$ cat src/rtl/cpu_bram_sched_pkg.sv
// cpu_bram_sched_pkg: shared types and constants for the CPU/BRAM scheduler
package cpu_bram_sched_pkg;
  localparam int NUM_BANKS = 4;
  localparam int ADDR_W = 14;
  localparam int DATA_W = 16;
  typedef struct packed {
    logic [1:0]        sel;
    logic [ADDR_W-1:0] addr;
    logic [DATA_W-1:0] data;
  } wr_entry_t;
  typedef enum logic [1:0] {IDLE, WR_ISSUE, RD_ISSUE} sched_state_t;
  function automatic logic [NUM_BANKS-1:0] onehot(input logic [1:0] s);
    return NUM_BANKS'(1) << s;
  endfunction
endpackage

$ cat src/rtl/cpu_bram_wr_fifo.sv
// cpu_bram_wr_fifo: synchronous FIFO of queued CPU write entries
module cpu_bram_wr_fifo
  import cpu_bram_sched_pkg::*;
#(
  parameter int DEPTH = 2
) (
  input  logic      clk,
  input  logic      rst,
  input  logic      push,
  input  logic      pop,
  input  wr_entry_t din,
  output wr_entry_t dout,
  output logic      full,
  output logic      empty
);
  localparam int AW = $clog2(DEPTH);
  wr_entry_t mem [DEPTH];
  logic [AW-1:0] wp, rp;
  logic [AW:0] cnt;
  logic wr, rd;
  assign wr = push & ~full;
  assign rd = pop & ~empty;
  assign full = cnt == (AW+1)'(DEPTH);
  assign empty = cnt == '0;
  assign dout = mem[rp];
  // pointer/count update; storage itself needs no reset
  always_ff @(posedge clk)
    if (rst) begin
      wp <= '0;
      rp <= '0;
      cnt <= '0;
    end else begin
      if (wr) mem[wp] <= din;
      wp <= wp + AW'(wr);
      rp <= rp + AW'(rd);
      cnt <= cnt + (AW+1)'(wr) - (AW+1)'(rd);
    end
endmodule

$ cat src/rtl/cpu_bram_sched.sv
// cpu_bram_sched: CPU write queue + read arbitration onto 4 BRAM banks; CPU_BRAM_SCHED_DROP_CNT_EN enables WR_DROP_CNT
module cpu_bram_sched
  import cpu_bram_sched_pkg::*;
#(
  parameter int WR_FIFO_DEPTH = 2,
  parameter int RD_LATENCY = 1,
  parameter int MAX_WR_BURST = 4
) (
  input  logic                 BUS_CLK,
  input  logic                 RST,
  input  logic                 BUS_EN,
  input  logic                 BUS_WE,
  input  logic [1:0]           BUS_SELECT,
  input  logic [ADDR_W-1:0]    BUS_ADDR,
  input  logic [DATA_W-1:0]    BUS_DATA,
  input  logic                 RD_REQ,
  input  logic [1:0]           RD_SELECT,
  input  logic [ADDR_W-1:0]    RD_ADDR,
  output logic                 RD_GNT,
  output logic                 RD_VALID,
  output logic [DATA_W-1:0]    RD_DATA,
  output logic [NUM_BANKS-1:0] MEM_EN,
  output logic                 MEM_WE,
  output logic [ADDR_W-1:0]    MEM_ADDR,
  output logic [DATA_W-1:0]    MEM_WDATA,
  input  logic [63:0]          MEM_RDATA,
  output logic [7:0]           WR_DROP_CNT
);
  localparam int BW = $clog2(MAX_WR_BURST + 1) + 1;
  sched_state_t state, state_nxt;
  wr_entry_t head, iss;
  logic s, s_q, push, pop, full, empty;
  logic [BW-1:0] burst;
  logic [RD_LATENCY-1:0] p_v;
  logic [2*RD_LATENCY-1:0] p_s;
  logic [1:0] rs;
  assign s = BUS_EN & BUS_WE;
  assign push = s & ~s_q;
  assign rs = p_s[2*RD_LATENCY-1 -: 2];
  cpu_bram_wr_fifo #(.DEPTH(WR_FIFO_DEPTH)) u_fifo (
    .clk(BUS_CLK),
    .rst(RST),
    .push(push & ~full),
    .pop(pop),
    .din('{sel: BUS_SELECT, addr: BUS_ADDR, data: BUS_DATA}),
    .dout(head),
    .full(full),
    .empty(empty)
  );
  // arbitration: queued writes win unless a waiting read has hit the burst cap
  always_comb begin
    pop = ~empty & ~(RD_REQ & (burst == BW'(MAX_WR_BURST)));
    RD_GNT = ~pop & RD_REQ;
    state_nxt = pop ? WR_ISSUE : RD_GNT ? RD_ISSUE : IDLE;
  end
  // state register plus the entry being issued next cycle and the burst counter
  always_ff @(posedge BUS_CLK)
    if (RST) begin
      state <= IDLE;
      iss <= '0;
      burst <= '0;
      s_q <= 1'b0;
    end else begin
      state <= state_nxt;
      iss <= pop ? head : '{sel: RD_SELECT, addr: RD_ADDR, data: '0};
      burst <= pop ? burst + BW'(RD_REQ) : '0;
      s_q <= s;
    end
  // bank port is driven only during the issue cycle
  always_comb begin
    MEM_EN = state == IDLE ? '0 : onehot(iss.sel);
    MEM_WE = state == WR_ISSUE;
    MEM_ADDR = state == IDLE ? '0 : iss.addr;
    MEM_WDATA = state == WR_ISSUE ? iss.data : '0;
  end
  // read return: bank select travels alongside the BRAM latency, then data is registered
  always_ff @(posedge BUS_CLK)
    if (RST) begin
      p_v <= '0;
      p_s <= '0;
      RD_VALID <= 1'b0;
      RD_DATA <= '0;
    end else begin
      p_v <= RD_LATENCY'({p_v, state == RD_ISSUE});
      p_s <= (2*RD_LATENCY)'({p_s, iss.sel});
      RD_VALID <= p_v[RD_LATENCY-1];
      if (p_v[RD_LATENCY-1]) RD_DATA <= MEM_RDATA[rs*DATA_W +: DATA_W];
    end
`ifdef CPU_BRAM_SCHED_DROP_CNT_EN
  // saturating count of CPU writes lost to a full FIFO
  always_ff @(posedge BUS_CLK)
    if (RST) WR_DROP_CNT <= '0;
    else if (push & full & ~&WR_DROP_CNT) WR_DROP_CNT <= WR_DROP_CNT + 8'd1;
`else
  assign WR_DROP_CNT = '0;
`endif
endmodule
$ cat config.mk
export PLATFORM = sky130hd
export DESIGN_NAME = cpu_bram_sched
export DESIGN_NICKNAME = d
export VERILOG_FILES = /design/src/rtl/cpu_bram_sched_pkg.sv /design/src/rtl/cpu_bram_wr_fifo.sv /design/src/rtl/cpu_bram_sched.sv
export SDC_FILE = /design/constraint.sdc
export NUM_CORES = 1
export LEC_CHECK = 0
export BUFFER_PORTS_ARGS = -buffer_cell sky130_fd_sc_hd__buf_2
export CORE_AREA = 2 2 109 111
export DETAILED_ROUTE_END_ITERATION = 6
export DIE_AREA = 0 0 111 113
export PLACE_DENSITY = 0.78
export SLEW_MARGIN = 20
export SYNTH_ARGS = -nofsm -noshare
export SYNTH_HDL_FRONTEND = slang
export SYNTH_HIERARCHICAL = 1
export SYNTH_SLANG_ARGS = --single-unit
$ cat constraint.sdc
create_clock -name BUS_CLK -period 5.3 [get_ports BUS_CLK]
set_clock_uncertainty 0.05 [all_clocks]
set_input_delay 1.325 -clock BUS_CLK [delete_from_list [all_inputs] [get_ports BUS_CLK]]
set_output_delay 1.325 -clock BUS_CLK [all_outputs]
set_load 0.02 [all_outputs]
==> results.txt <==
* Synthesized flop and latch total: approximately 130
* Setup_tns: 0 ns
- TritonCTS built the clock tree.
* First-pass GRT wire length: 19.08 mm
- For this design the ratio of total power to cell area is around 440 nW/um^2.
- In this run the static leakage power is 0.002862 uW.
* Smallest hold slack: approximately 0.42 ns
* Die area: roughly 13000 sq um
- The average instance in the mapped netlist occupies approximately 13 sq um.
- After detailed routing, the number of remaining DRC violations is 0.
* First-pass iteration count of the detailed router: 7
* Routed via count: slightly below 4000
- Post-route fraction of the period consumed by the critical path: 0.7130
- Result of the run: finished, final reports clean
- Summing all multi-input logic gate instances after layout gives ~2300 sq um.
- Global-route congestion overflow total: 0
* Post-synthesis share of cell area spent on full adders, half adders and majority gates: 0.008820
- Antenna violations before repair: 0
* Achievable clock frequency: ~260 MHz
- The clock passes through at most 2 buffers.
- Number of cell rows: 39
- Max-Cap Viols: 0
- The mapped netlist covers between 5000 and 6000 sq um.
- The initial utilization of the core area, before any placement, comes to 0.5034.
- Mapped Cells: 422
* Fraction of final layout cells sized beyond drive strength 1: 0.4353
* Layout Area Growth over Synthesis: 25.56%
- Of the post-synthesis cell area, the part taken by muxes is 0.1619.
- Once detailed placement completed, the half-perimeter wirelength came to about 8.4 mm.
- Arrival time of the worst setup path: between 2 and 2.5 ns
- Root cell of the clock tree: sky130_fd_sc_hd__clkbuf_16
- Buffers inserted during clock tree synthesis total 17.
- Dominant combinational cell family by area after synthesis: simple AND/OR/NAND/NOR gates
- In this run the number of H-tree levels came out at 4.
* Critical Path Start Type: input port
- Portion of the post-synthesis area used by sequential elements: 0.5610
- The via count of the first global-routing pass came to just under 4000.
* Number of ports placed on the die boundary: around 180
- Clock-pin slew was measured on the worst setup and hold paths at 0.06 ns.
- Unrepaired setup endpoints after global routing: no
* Actual slew at the worst max-slew pin: 0.9955 ns
- Gates resized during post-CTS repair numbered 0.
- Of the total synthesized cell area, the portion taken by AND, OR, NAND and NOR gates is 0.1636.
- In the global route stage, overall resource usage came out at 0.1948.
- The number of max-slew violations in the final report was 0.
* Final RePlAce weighted congestion: a little over 0.9
- Core area: 11270 sq um
- The share of the synthesized area in compound gates (AO/OA/AOI/OAI) came to 0.05380.
* Setup CP Type: in2out
* Final routed wire length divided by cell count: ~17 um
- Fill cells: roughly 870
- Crit end category: primary output
- Via-per-instance ratio: approximately 5.3
- Number of buffers inserted by hold repair at cts: 0
- The worst hold path belongs to the class reg2reg.
- 1st-iter DRT viols: between 150 and 200
- The number of different library cells used by synthesis comes to 37.
- Clock latency on the worst-skew pair: a little over 0.4 ns
* Max VDD drop: between 200 and 250 uV
* Clock period minus worst slack: around 3.8 ns
- PortBufs: between 150 and 200
- The die is roughly 110 um wide.
- Setup violations remaining at the end of the flow were counted as 0.
- Of the total synthesized cell area, the portion taken by XOR and XNOR cells is 0.006174.
* Worst-path maximum fanout: 34
* Vertical extent of the die: between 100 and 150 um
- The final layout contains routed wiring with a total length of between 10 and 15 mm.
- Number of hold violations in the final report: 0
- Worst slew margin relative to its limit: 0.3354
* Total area of sequential cells: between 3000 and 4000 sq um
- The repair_antennas step left the layout with diodes totalling 0.
* Maximum number of pins on one net before global-route repair: 95
- Routed Antenna Nets: 0
* Total number of nets in the final design: roughly 700
- Postcts setup bufs: 0
- Yosys printed 6 warnings.
- Clock tree synthesis found a total of ~130 sinks.
- For the worst setup path, the data required time is a little under 4 ns.
==> critical path, cell delays in order <==
cell,delay (ns)
sky130_fd_sc_hd__buf_2,0.11
sky130_fd_sc_hd__nor2b_2,0.14
sky130_fd_sc_hd__buf_4,0.34
sky130_fd_sc_hd__a21oi_1,0.18
sky130_fd_sc_hd__nor2b_1,0.14
sky130_fd_sc_hd__buf_2,0.17
==> kinds of logic (layout without fill, tap and decap cells) <==
logic type | Yosys count | after routing
AOI/OAI and AO/OA | 35 | 35
xor gates and xnor gates | 4 | 4
adders and majority gates | 4 | 4
buffers and inverters | 42 | 208
DFF | 127 | 127
muxes | 65 | 65
other | 1 | 8
and+or+nand+nor | 144 | 144
==> synth_stat cells <==
| cell type | number | area, sq um |
|---|---|---|
| sky130_fd_sc_hd__mux2_4 | 1 | 15.01 |
| sky130_fd_sc_hd__inv_1 | 1 | 3.750 |
| sky130_fd_sc_hd__buf_4 | 9 | 67.56 |
| sky130_fd_sc_hd__nor2b_4 | 1 | 13.76 |
| sky130_fd_sc_hd__nand3b_1 | 16 | 120.1 |
| sky130_fd_sc_hd__a211oi_2 | 1 | 12.51 |
| sky130_fd_sc_hd__conb_1 | 1 | 3.750 |
| sky130_fd_sc_hd__mux4_1 | 6 | 157.7 |
| sky130_fd_sc_hd__xor2_1 | 2 | 17.52 |
| sky130_fd_sc_hd__o31a_1 | 16 | 140.1 |
| sky130_fd_sc_hd__and2_2 | 1 | 7.510 |
| sky130_fd_sc_hd__a21oi_1 | 1 | 5.000 |
| sky130_fd_sc_hd__dfxtp_1 | 63 | 1261 |
| sky130_fd_sc_hd__nand2_1 | 1 | 3.750 |
| sky130_fd_sc_hd__edfxtp_1 | 64 | 1922 |
| sky130_fd_sc_hd__nand2b_4 | 1 | 13.76 |
| sky130_fd_sc_hd__mux4_2 | 10 | 225.2 |
| sky130_fd_sc_hd__nand3_1 | 1 | 5.000 |
| sky130_fd_sc_hd__nor2_1 | 22 | 82.58 |
| sky130_fd_sc_hd__nor3_1 | 4 | 20.02 |
| sky130_fd_sc_hd__nor3b_1 | 5 | 37.54 |
| sky130_fd_sc_hd__nor3b_2 | 1 | 12.51 |
| sky130_fd_sc_hd__mux2_2 | 32 | 360.4 |
| sky130_fd_sc_hd__clkbuf_1 | 17 | 63.81 |
| sky130_fd_sc_hd__nand4b_1 | 16 | 140.1 |
| sky130_fd_sc_hd__and3b_1 | 1 | 8.760 |
| sky130_fd_sc_hd__buf_6 | 4 | 45.04 |
| sky130_fd_sc_hd__and2_1 | 36 | 225.2 |
| sky130_fd_sc_hd__mux2i_1 | 16 | 160.2 |
| sky130_fd_sc_hd__o311ai_0 | 16 | 140.1 |
| sky130_fd_sc_hd__buf_2 | 10 | 50.05 |
| sky130_fd_sc_hd__nand2b_1 | 16 | 100.1 |
| sky130_fd_sc_hd__xnor2_1 | 2 | 17.52 |
| sky130_fd_sc_hd__ha_1 | 4 | 50.05 |
| sky130_fd_sc_hd__o21a_1 | 1 | 7.510 |
| sky130_fd_sc_hd__buf_12 | 1 | 20.02 |
| sky130_fd_sc_hd__nor2b_1 | 22 | 137.6 |
==> registers in the layout, indices dropped and copies added, names as in the netlist <==
| name | count |
|---|---|
| u_fifo/wp | 1 |
| RD_VALID | 1 |
| s_q | 1 |
| iss | 32 |
| u_fifo/cnt | 2 |
| u_fifo/rp | 1 |
| p_s | 2 |
| RD_DATA | 16 |
| p_v | 1 |
| burst | 4 |
| state | 2 |
| u_fifo/mem | 64 |
==> final cells by class <==
class / count / area share
clock buffer: 17 / 0.05971
clock inverter: 15 / 0.01949
inverter: 1 / 0.0005269
multi-input combinational: 260 / 0.3233
sequential: 127 / 0.4468
tap: 143 / 0.02511
timing repair buffer: 175 / 0.1250
==> per-stage QoR <==
step	worst slack, ns	instance area [sq um]	util	std cells	total power, uW
after floorplan	0.6494	5700	-	429	1893
after global placement	1.540	6545	0.5806	706	2069
after detailed placement	1.521	6548	0.5809	706	2103
after CTS	1.498	7112	0.6309	738	3204
after global routing	1.407	7124	0.6320	738	3332
final	1.521	7124	0.6320	738	3169
==> layout by cell type, fill, tap and decap left out, types with 2 or more instances in the layout <==
cell	instances
sky130_fd_sc_hd__buf_2	169
sky130_fd_sc_hd__edfxtp_1	64
sky130_fd_sc_hd__dfxtp_1	63
sky130_fd_sc_hd__and2_1	36
sky130_fd_sc_hd__mux2_2	32
sky130_fd_sc_hd__nor2b_1	21
sky130_fd_sc_hd__nor2_1	20
sky130_fd_sc_hd__clkbuf_16	17
sky130_fd_sc_hd__mux2i_1	16
sky130_fd_sc_hd__nand2b_1	16
sky130_fd_sc_hd__nand4b_1	16
sky130_fd_sc_hd__nand3b_1	16
sky130_fd_sc_hd__o31a_1	16
sky130_fd_sc_hd__o311ai_0	16
sky130_fd_sc_hd__mux4_2	10
sky130_fd_sc_hd__conb_1	8
sky130_fd_sc_hd__mux4_1	6
sky130_fd_sc_hd__inv_8	6
sky130_fd_sc_hd__buf_4	6
sky130_fd_sc_hd__inv_6	5
sky130_fd_sc_hd__nor3b_1	4
sky130_fd_sc_hd__ha_1	4
sky130_fd_sc_hd__nor3_1	3
sky130_fd_sc_hd__xnor2_1	2
sky130_fd_sc_hd__xor2_1	2
sky130_fd_sc_hd__clkinvlp_4	2
==> path summary, 6_finish.rpt <==
check                      startpoint                       end  slack, ns  cells after the start
max reg2reg  u_fifo/cnt[0]$_SDFF_PP0_  u_fifo/cnt[1]$_SDFF_PP0_       2.91                      9
max                            RD_REQ                    RD_GNT       1.52                      6
min reg2reg       state[0]$_SDFF_PP0_            p_v$_SDFF_PP0_       0.42                      1
min               state[0]$_SDFF_PP0_            p_v$_SDFF_PP0_       0.42                      1
==> report_power, final <==
part           switching (uW)  internal [uW]
combinational             425            383
clock                     468            622
sequential               91.8           1180
total                     985           2180
==> per-layer routing <==
layer	share of wire	vias to the layer above	track usage
li1	-	1882	-
met1	0.41	1888	0.2248
met2	0.52	152	0.3444
met3	0.072	6	0.05892
met4	0.0073	0	0.07167
met5	0	-	0
No activity file was read; power rests on OpenSTA's default activity.
